## config.mk

```make
export PLATFORM = sky130hd
export DESIGN_NAME = pq_requester
export DESIGN_NICKNAME = d
export VERILOG_FILES = /design/src/rtl/pq_pkg.sv /design/src/rtl/pq_settle_timer.sv /design/src/rtl/pq_requester.sv
export SDC_FILE = /design/constraint.sdc
export NUM_CORES = 1
export LEC_CHECK = 0
export CORE_MARGIN = 1.5
export CORE_UTILIZATION = 42
export DETAILED_ROUTE_END_ITERATION = 7
export GPL_TIMING_DRIVEN = 0
export PLACE_DENSITY = 0.75
export REMOVE_ABC_BUFFERS = 1
export SLEW_MARGIN = 20
export SYNTH_ARGS = -nofsm -noshare
export SYNTH_HDL_FRONTEND = slang
export SYNTH_SLANG_ARGS = --single-unit
```

## constraint.sdc

```tcl
create_clock -name i_CLK -period 2.9 [get_ports i_CLK]
set_clock_uncertainty 0.2 [all_clocks]
set_input_delay 0.435 -clock i_CLK [delete_from_list [all_inputs] [get_ports i_CLK]]
set_output_delay 0.435 -clock i_CLK [all_outputs]
set_load 0.01 [all_outputs]
```

## src/rtl/pq_pkg.sv

```systemverilog
// Shared types and helpers for the priority-queue requester.
package pq_pkg;

    typedef enum logic [1:0] {
        IDLE   = 2'd0,
        ISSUE  = 2'd1,
        SETTLE = 2'd2
    } state_e;

    typedef enum logic [1:0] {
        CMD_NONE = 2'd0,
        CMD_ENQ  = 2'd1,
        CMD_DEQ  = 2'd2,
        CMD_REP  = 2'd3
    } cmd_e;

    // Bits needed to hold settle counts 0..cycles-1 (never narrower than 1).
    function automatic int settle_width(input int cycles);
        return (cycles <= 2) ? 1 : $clog2(cycles);
    endfunction

endpackage

```

## src/rtl/pq_settle_timer.sv

```systemverilog
// Loadable down-counter; done while the count sits at zero.
module pq_settle_timer #(
    parameter int WIDTH = 4
) (
    input  logic             i_CLK,
    input  logic             i_RST,
    input  logic             i_load,
    input  logic [WIDTH-1:0] i_value,
    output logic             o_done
);

    logic [WIDTH-1:0] cnt_q;
    logic [WIDTH-1:0] cnt_d;

    always_comb begin
        cnt_d = cnt_q;
        if (i_load) begin
            cnt_d = i_value;
        end else if (cnt_q != '0) begin
            cnt_d = cnt_q - 1'b1;
        end
    end

    always_ff @(posedge i_CLK) begin
        if (i_RST) begin
            cnt_q <= '0;
        end else begin
            cnt_q <= cnt_d;
        end
    end

    assign o_done = (cnt_q == '0);

endmodule

```

## src/rtl/pq_requester.sv

```systemverilog
// Client-side initiator for the register-tree max-heap: turns push/pop
// handshakes into single-cycle wrt/read commands followed by settle time.
module pq_requester
    import pq_pkg::*;
#(
    parameter int DATA_WIDTH    = 16,
    parameter int QUEUE_SIZE    = 4095,
    parameter int SETTLE_CYCLES = 12
) (
    input  logic                            i_CLK,
    input  logic                            i_RST,
    input  logic                            i_push_valid,
    output logic                            o_push_ready,
    input  logic [DATA_WIDTH-1:0]           i_push_data,
    input  logic                            i_pop_valid,
    output logic                            o_pop_ready,
    output logic                            o_pop_data_valid,
    input  logic                            i_pop_data_ready,
    output logic [DATA_WIDTH-1:0]           o_pop_data,
    output logic                            o_pq_wrt,
    output logic                            o_pq_read,
    output logic [DATA_WIDTH-1:0]           o_pq_data,
    input  logic                            i_pq_full,
    input  logic                            i_pq_empty,
    input  logic [DATA_WIDTH-1:0]           i_pq_data,
    output logic [$clog2(QUEUE_SIZE+1)-1:0] o_count,
    output logic                            o_busy,
    output logic                            o_drop,
    output logic                            o_mismatch
);

    localparam int CW = $clog2(QUEUE_SIZE + 1);
    localparam int SW = settle_width(SETTLE_CYCLES);
    localparam logic [CW-1:0] QS_C    = CW'(QUEUE_SIZE);
    localparam logic [SW-1:0] SETTLE_LOAD = SW'(SETTLE_CYCLES - 1);

    state_e                state_q, state_d;
    cmd_e                  cmd_q, cmd_d;
    logic [DATA_WIDTH-1:0] key_q, key_d;
    logic [CW-1:0]         count_q, count_d;
    logic [DATA_WIDTH-1:0] pop_data_q, pop_data_d;
    logic                  pop_data_valid_q, pop_data_valid_d;
    logic                  drop_q, drop_d;
    logic                  mismatch_q, mismatch_d;

    logic idle;
    logic push_fire;
    logic pop_fire;
    logic push_nz;
    logic timer_load;
    logic timer_done;

    pq_settle_timer #(
        .WIDTH(SW)
    ) u_settle_timer (
        .i_CLK  (i_CLK),
        .i_RST  (i_RST),
        .i_load (timer_load),
        .i_value(SETTLE_LOAD),
        .o_done (timer_done)
    );

    assign idle = (state_q == IDLE);

    // A push into a full queue is only legal when it pairs with a pop (replace).
    assign o_pop_ready  = idle && !i_RST && (count_q != '0) && !pop_data_valid_q;
    assign o_push_ready = idle && !i_RST && ((count_q < QS_C) || (i_pop_valid && o_pop_ready));

    assign push_fire = i_push_valid && o_push_ready;
    assign pop_fire  = i_pop_valid && o_pop_ready;
    assign push_nz   = (i_push_data != '0);

    always_comb begin
        state_d          = state_q;
        cmd_d            = cmd_q;
        key_d            = key_q;
        count_d          = count_q;
        pop_data_d       = pop_data_q;
        pop_data_valid_d = pop_data_valid_q && !i_pop_data_ready;
        drop_d           = 1'b0;
        timer_load       = 1'b0;
        mismatch_d       = mismatch_q;

        if (idle && ((i_pq_empty != (count_q == '0)) || (i_pq_full != (count_q >= QS_C)))) begin
            mismatch_d = 1'b1;
        end

        unique case (state_q)
            IDLE: begin
                drop_d = push_fire && !push_nz;
                if (push_fire && push_nz && pop_fire) begin
                    cmd_d   = CMD_REP;
                    key_d   = i_push_data;
                    state_d = ISSUE;
                end else if (push_fire && push_nz) begin
                    cmd_d   = CMD_ENQ;
                    key_d   = i_push_data;
                    state_d = ISSUE;
                end else if (pop_fire) begin
                    cmd_d   = CMD_DEQ;
                    state_d = ISSUE;
                end
            end
            ISSUE: begin
                timer_load = 1'b1;
                state_d    = SETTLE;
                unique case (cmd_q)
                    CMD_ENQ: count_d = count_q + 1'b1;
                    CMD_DEQ: begin
                        count_d          = count_q - 1'b1;
                        pop_data_d       = i_pq_data;
                        pop_data_valid_d = 1'b1;
                    end
                    CMD_REP: begin
                        pop_data_d       = i_pq_data;
                        pop_data_valid_d = 1'b1;
                    end
                    default: ;
                endcase
            end
            SETTLE: begin
                if (timer_done) begin
                    state_d = IDLE;
                    cmd_d   = CMD_NONE;
                end
            end
            default: state_d = IDLE;
        endcase
    end

    always_ff @(posedge i_CLK) begin
        if (i_RST) begin
            state_q          <= IDLE;
            cmd_q            <= CMD_NONE;
            key_q            <= '0;
            count_q          <= '0;
            pop_data_q       <= '0;
            pop_data_valid_q <= 1'b0;
            drop_q           <= 1'b0;
            mismatch_q       <= 1'b0;
        end else begin
            state_q          <= state_d;
            cmd_q            <= cmd_d;
            key_q            <= key_d;
            count_q          <= count_d;
            pop_data_q       <= pop_data_d;
            pop_data_valid_q <= pop_data_valid_d;
            drop_q           <= drop_d;
            mismatch_q       <= mismatch_d;
        end
    end

    assign o_pq_wrt  = (state_q == ISSUE) && ((cmd_q == CMD_ENQ) || (cmd_q == CMD_REP));
    assign o_pq_read = (state_q == ISSUE) && ((cmd_q == CMD_DEQ) || (cmd_q == CMD_REP));
    assign o_pq_data = o_pq_wrt ? key_q : '0;

    assign o_pop_data       = pop_data_q;
    assign o_pop_data_valid = pop_data_valid_q;
    assign o_count          = count_q;
    assign o_busy           = !idle;
    assign o_drop           = drop_q;
    assign o_mismatch       = mismatch_q;

endmodule

```

==> metrics.yaml, run 1 <==
synth:
  ys_seq_area_frac: 0.397
  ys_ff_latch: 55
  ys_types: 51
  synthTopCellsByArea: "dfxtp_1 (40%), nand2_1 (6.2%), mux2i_1 (6.1%), ha_1 (5.9%), a21oi_1 (5.2%)"
  yosysMostFrequentCell: "dfxtp_1"
  yosys.area.top_type_share: 0.397
  synth_top_cell_by_area: "dfxtp_1"
  synth_edf_count: 0
  async_reset_ff_frac: 0
  netlist_area_um2: 2770
  synth_ff_type: "dfxtp_1"
  synthCells: 331
  synth_commonest_cells: "dfxtp_1 (55), nand2_1 (46), nor2_1 (36), a21oi_1 (29)"
  avgSynthCellArea_um2: 8.37
  ys_warn_count: 0
routing:
  initialDrtViolationCount: 107
  drt_wl_total_um: 6950
  dr.pass1.iters: 5
  drcViolationCount: 0
  num_vias: 2620
  vias_per_cell: 5.28
  wl_per_cell_um: 14.0
  final_antenna_net_count: 0
outcome:
  status: "completed"
floorplanning:
  start_util: 0.436
  dieHeight_um: 84.2
  dieArea_um2: 7090
  num_rows: 29
  die-width_um: 84.2
  core_area_um2: 6350
  num_io_pins: 91
setup_path:
  end_kind: "register"
  cp.arrival_ns: 2.79
  r2r_end: "o_count[11]"
  r2r_setup_slack_ns: 0.11
  reg2regPathDepth: 9
  crit_path_start_kind: "register"
  crit_family: "simple AND/OR/NAND/NOR gates"
  criticalPathCategory: "reg2reg"
  crit_chain: "inv_1 > ha_4 > ha_1 > o21ai_0 > or3_1 > a311oi_2 > nor3_1 > nor3_1 > mux2_2"
  timing.rr.start: "cmd_q[0]"
  crit_slowest_cell: "or3_1"
  max_stage_delay_ns: 0.42
  cp_num_buf_inv: 1
  cp.required_ns: 2.90
  crit_path_frequent_cell: "nor3_1"
  cp_max_fo: 14
global_routing:
  grt_pass1_vias: 2468
  grt_max_degree: 22
  grt_pass1_wl_um: 11400
  antenna_found_initial: 0
  grt_use_total: 0.194
  gr-total-overflow: 0
sta:
  setup_viol: 0
  hold_viol_final: 0
  setup_tns_ns: 0
  maxSlewHeadroom: 0.455
  rsz0062_at_grt: "yes"
  clock.fmax_mhz: 359
  min_period_ns: 2.79
  drv_slew: 0
  worst_slew_pin_slew_ns: 0.815
  post-route-period-util: 0.961
cells_and_area:
  nFillCells: 551
  area_growth_pct: 41.8
  nets: 472
  layout-drive-gt1-share: 0.0692
  antennaDiodeCount: 0
  final_util: 0.619
clock_network:
  clk_latency_ns: 0.31
  cts_root_buf: "clkbuf_8"
  clkTransAtPathRegs_ns: 0.10
  htree_levels: 2
  cts_sinks: 55
  tritoncts: "done"
  cts_hold_buf: 0
  numCtsBuffers: 5
  clk_path_buf_depth: 2
power:
  p_comb_frac: 0.170
  p_sw_uw: 396
  p_leak_uw: 0.00145
  switching_share: 0.251
  clkPwrFrac: 0.316
  power_density_nw_per_um2: 402
  p_seq_frac: 0.514
  p_int_uw: 1180
  ir_drop_mv: 0.302
worst_hold_path:
  hold_end: "o_pop_data[12]"
  min_path_cells: 2
  hp-class: "in2reg"
  worstHoldStart: "i_RST"
placement:
  gp_congestion: 0.837
  dp_hpwl_um: 4840
  io_buffers: 90
job:
  drv_cap: 0
## power groups by stage
stage,Combinational [µW],Sequential (µW),Clock [µW]
floorplan,125,825,0
global placement,246,826,0
detailed placement,252,827,0
CTS,266,810,514
global route,296,816,549
finish,269,811,499
## worst reg2reg max path: stages, from the launching register on
cell      delay (ns)
dfxtp_1         0.39
inv_1           0.09
ha_4            0.23
ha_1            0.35
o21ai_0         0.15
or3_1           0.42
a311oi_2        0.28
nor3_1          0.08
nor3_1          0.15
mux2_2          0.35
## cell type report
type | count | area (µm²) | area share
timing repair buffer | 94 | 965 | 0.245
multi-input combinational | 250 | 1610 | 0.410
inverter | 13 | 50.0 | 0.0127
clock inverter | 2 | 37.5 | 0.00955
tap | 77 | 96.3 | 0.0245
clock buffer | 5 | 68.8 | 0.0175
sequential | 55 | 1100 | 0.280
## logic make-up (layout without fill, tap and decap cells)
| group | Yosys count | after routing | synth area share |
|---|---|---|---|
| muxes | 18 | 18 | 0.0655 |
| adders and majority gates | 14 | 14 | 0.0659 |
| AOI/OAI and AO/OA | 66 | 66 | 0.152 |
| buffers and inverters | 26 | 114 | 0.0438 |
| DFF | 55 | 55 | 0.397 |
| xor gates and xnor gates | 9 | 9 | 0.0284 |
| and+or+nand+nor | 143 | 143 | 0.247 |
## registers in the layout, summed over array words and instances, names as in the netlist
| register | flops |
|---|---|
| cmd_q | 2 |
| u_settle_timer.cnt_q | 4 |
| o_pop_data_valid | 1 |
| state_q | 2 |
| key_q | 16 |
| o_drop | 1 |
| o_count | 12 |
| o_pop_data | 16 |
| o_mismatch | 1 |
## metal layers
layer  track usage  share of wire  wire (µm)
met4        0.0537          0.013         91
met3        0.0324          0.055        384
met5             0              0          0
met2         0.353           0.48       3330
met1         0.236           0.45       3150
## cell usage in the layout, fill, tap and decap left out, drive strengths merged, types with 2 or more instances in the layout
cell / count
o21ai: 6
nand3: 4
a21oi: 29
dfxtp: 55
nor3: 10
clkbuf: 5
nand3b: 3
buf: 4
nand4: 5
nor2: 36
o21a: 4
nor4: 7
a31oi: 5
xor2: 3
or2: 2
and2: 17
or3: 4
nand2b: 3
ha: 13
clkdlybuf4s50: 88
a21o: 3
inv: 12
a211oi: 5
a311oi: 2
xnor2: 6
nand2: 46
mux2i: 17
nor2b: 2
o211ai: 2
## worst max-delay path by stage
stage	slack [ns]	depth (start not counted)	end	startpoint
floorplan	0.17	9	o_count[11]	cmd_q[0]
global placement	-2.22	7	key_q[3]	i_RST
CTS	0.001	4	o_pq_data[15]	state_q[0]
finish	0.11	9	o_count[11]	cmd_q[0]
detailed placement	-0.61	8	key_q[13]	i_RST
global route	-0.09	9	o_count[11]	cmd_q[0]
## through the flow
stage / power (µW) / cell area (µm²) / std cells / setup WS [ns] / hold WS (ns)
floorplan: 951 / 2700 / 318 / 0.171 / 0.252
global placement: 1070 / 3700 / 485 / -2.22 / 0.241
detailed placement: 1080 / 3710 / 486 / -0.610 / 0.247
CTS: 1590 / 3910 / 496 / 0.00149 / 0.237
global route: 1660 / 3930 / 496 / -0.0946 / 0.248
finish: 1580 / 3930 / 496 / 0.113 / 0.241
## timing repair
action,CTS,global route
buffers inserted,2,0
setup endpoints to repair,37,20
gates resized for setup,10,3
pin swaps,2,0
cloned,1,0
(Power assumes the default switching activity.)
==> run 2, diff against run 1 <==
--- a/config.mk
+++ b/config.mk
@@ -5,13 +5,13 @@
 export SDC_FILE = /design/constraint.sdc
 export NUM_CORES = 1
 export LEC_CHECK = 0
-export CORE_MARGIN = 1.5
-export CORE_UTILIZATION = 42
+export CORE_UTILIZATION = 50
 export DETAILED_ROUTE_END_ITERATION = 7
 export GPL_TIMING_DRIVEN = 0
-export PLACE_DENSITY = 0.75
+export PLACE_DENSITY = 0.84
 export REMOVE_ABC_BUFFERS = 1
 export SLEW_MARGIN = 20
 export SYNTH_ARGS = -nofsm -noshare
 export SYNTH_HDL_FRONTEND = slang
 export SYNTH_SLANG_ARGS = --single-unit
+export TNS_END_PERCENT = 10
==> constraint.sdc (replaced) <==
create_clock -name i_CLK -period 3.5 [get_ports i_CLK]
set_clock_uncertainty 0.2 [all_clocks]
set_input_delay 0.525 -clock i_CLK [delete_from_list [all_inputs] [get_ports i_CLK]]
set_output_delay 0.525 -clock i_CLK [all_outputs]
set_load 0.01 [all_outputs]
==> run 2 against run 1 <==
Clock power is 14% lower. Routed wire length is 2.7% lower. Worst hold slack better by 0.020 ns. Setup slack worse by 0.0047 ns. First-iteration DRC count is 16% higher. Via count is 1.2% higher. Largest cell class unchanged. Non-clock buffer count is 2 higher. Critical path type is now in2out.
==> metrics.yaml, run 2 (synthesized netlist as in run 1, its figures left out) <==
power:
  power_density_nw_per_um2: 339  # -16%
  p_leak_uw: 0.00144  # -0.81%
  ir_drop_mv: 0.226  # -25%
routing:
  wl_per_cell_um: 13.8  # -1.9%
  drcViolationCount: 0  # unchanged
  final_antenna_net_count: 0  # unchanged
  drt_wl_total_um: 6770  # -2.7%
  vias_per_cell: 5.39  # +2.0%
  dr.pass1.iters: 4  # -1
  num_vias: 2651  # +1.2%
  initialDrtViolationCount: 124  # +16%
setup_path:
  crit_path_start_kind: "input pin"
  cp_num_buf_inv: 3  # +2
  crit_slowest_cell: "clkdlybuf4s50_1"
  max_stage_delay_ns: 0.55  # +0.13 ns
  cp.required_ns: 2.77  # -0.13 ns
  timing.rr.start: "cmd_q[1]"
  crit_family: "buffers and inverters"
  critical_path.startpoint: "i_RST"
  crit_chain: "buf_2 > buf_16 > or4_4 > a311oi_2 > o21ba_2 > clkdlybuf4s50_1"
  end_kind: "output port"
  cp_max_fo: 30  # +16
  cp.arrival_ns: 2.67  # -0.12 ns
  criticalPathCategory: "in2out"
sta:
  setup_tns_ns: 0  # unchanged
  worst_slack_ns: 0.108  # -0.00466 ns
  clock.fmax_mhz: 295
  hold_viol_final: 0  # unchanged
  min_period_ns: 3.39
  worst_slew_pin_slew_ns: 0.960  # +0.145 ns
  maxSlewHeadroom: 0.360  # -0.0946
  drv_slew: 0  # unchanged
  setup_viol: 0  # unchanged
  rsz0062_at_grt: "no"
  post-route-period-util: 0.969
floorplanning:
  start_util: 0.529  # +0.0927
  dieHeight_um: 76.5  # -9.2%
  dieArea_um2: 5840  # -18%
  core_area_um2: 5240  # -18%
  die-width_um: 76.5  # -9.2%
  num_rows: 26  # -10%
  num_io_pins: 91  # unchanged
cells_and_area:
  antennaDiodeCount: 0  # unchanged
  area_growth_pct: 39.8
  nets: 474  # +0.42%
  final_cell_mix: "clkdlybuf4s50_1 (89), dfxtp_1 (55), nand2_1 (46), nor2_1 (36), a21oi_1 (29)"
  mostFrequentLayoutCell: "clkdlybuf4s50_1"
  layout-drive-gt1-share: 0.0616  # -0.00760
worst_hold_path:
  worstHoldStart: "o_pop_data[11]"
  hp-class: "reg2reg"
clock_network:
  clk_latency_ns: 0.31  # about the same
  numCtsBuffers: 5  # unchanged
  tritoncts: "done"
  htree_levels: 2  # unchanged
  clk_path_buf_depth: 2  # unchanged
  cts_sinks: 55  # unchanged
  clkTransAtPathRegs_ns: 0.10  # about the same
  cts_root_buf: "clkbuf_8"
global_routing:
  antenna_found_initial: 0  # unchanged
  grt_pass1_wl_um: 11400  # -0.18%
  gr-total-overflow: 0  # unchanged
  grt_pass1_vias: 2487  # +0.77%
  grt_use_total: 0.235  # +0.0403
  grt_max_degree: 31  # +41%
placement:
  io_buffers: 90  # unchanged
  gp_congestion: 0.923  # +10%
  place_ws_ns: -0.103  # +0.507 ns
  dp_hpwl_um: 4880  # +0.86%
job:
  drv_cap: 0  # unchanged
outcome:
  status: "completed"
-- run 2: cell count changes in the layout (fill, tap and decap cells not counted), sizes merged --
cell and delta:
dlygate4sd2 -1, bufbuf -1, inv +1, buf +3
clkdlybuf4s50 +1
-- run 2: layout make-up --
class	instances	area [µm²]
tap	70	87.6
multi-input combinational	250	1560
clock buffer	5	68.8
inverter	13	50.0
fill	385	1360
timing repair buffer	96	961
sequential	55	1100
clock inverter	3	46.3
-- run 2: report_power, final --
group / total, µW / internal [µW] / switching (µW) / leakage, µW
Sequential: 672 / 650 / 21.7 / 0.000446
Combinational: 214 / 115 / 98.9 / 0.000938
Clock: 429 / 216 / 213 / 0.0000548
-- run 2: stage by stage --
| stage | instance area (µm²) | hold WS [ns] | cells | util | power, µW |
|---|---|---|---|---|---|
| 2_1_floorplan | 2700 | 0.252 | 318 | - | 788 |
| 3_3_place_gp | 3690 | 0.241 | 478 | 0.704 | 888 |
| 3_5_place_dp | 3710 | 0.248 | 479 | 0.709 | 896 |
| 4_1_cts | 3840 | 0.263 | 487 | 0.733 | 1320 |
| 5_1_grt | 3870 | 0.283 | 492 | 0.740 | 1370 |
| 6_report | 3870 | 0.261 | 492 | 0.740 | 1310 |
-- run 2: final timing paths --
path                     to  slack (ns)  cells past startpoint
min          o_pop_data[11]        0.26                      2
min reg2reg  o_pop_data[11]        0.26                      2
max            o_push_ready        0.11                      6
max reg2reg     o_count[11]        0.33                      8
-- run 2: repair_timing --
item                       4_1_cts  5_1_grt
pin swaps                        0        1
resized for setup                2        0
setup endpoints to repair        1        1
hold buffers                     0        0
buffers inserted                 0        5
-- run 2: worst reg2reg max path, cell delays in order, from the launching register on --
cell,delay (ns)
dfxtp_1,0.41
ha_1,0.59
ha_1,0.37
o21ai_0,0.18
or3_1,0.42
a311oi_1,0.32
nor3_1,0.08
nor3_1,0.17
mux2_2,0.35
-- run 2: per-layer routing --
metal  vias up  GRT usage  routed length (µm)
li1       1332          -                   -
met5         -          0                   0
met4         0     0.0500                  57
met3         8     0.0371                 317
met1      1233      0.298                3050
met2        78      0.416                3340
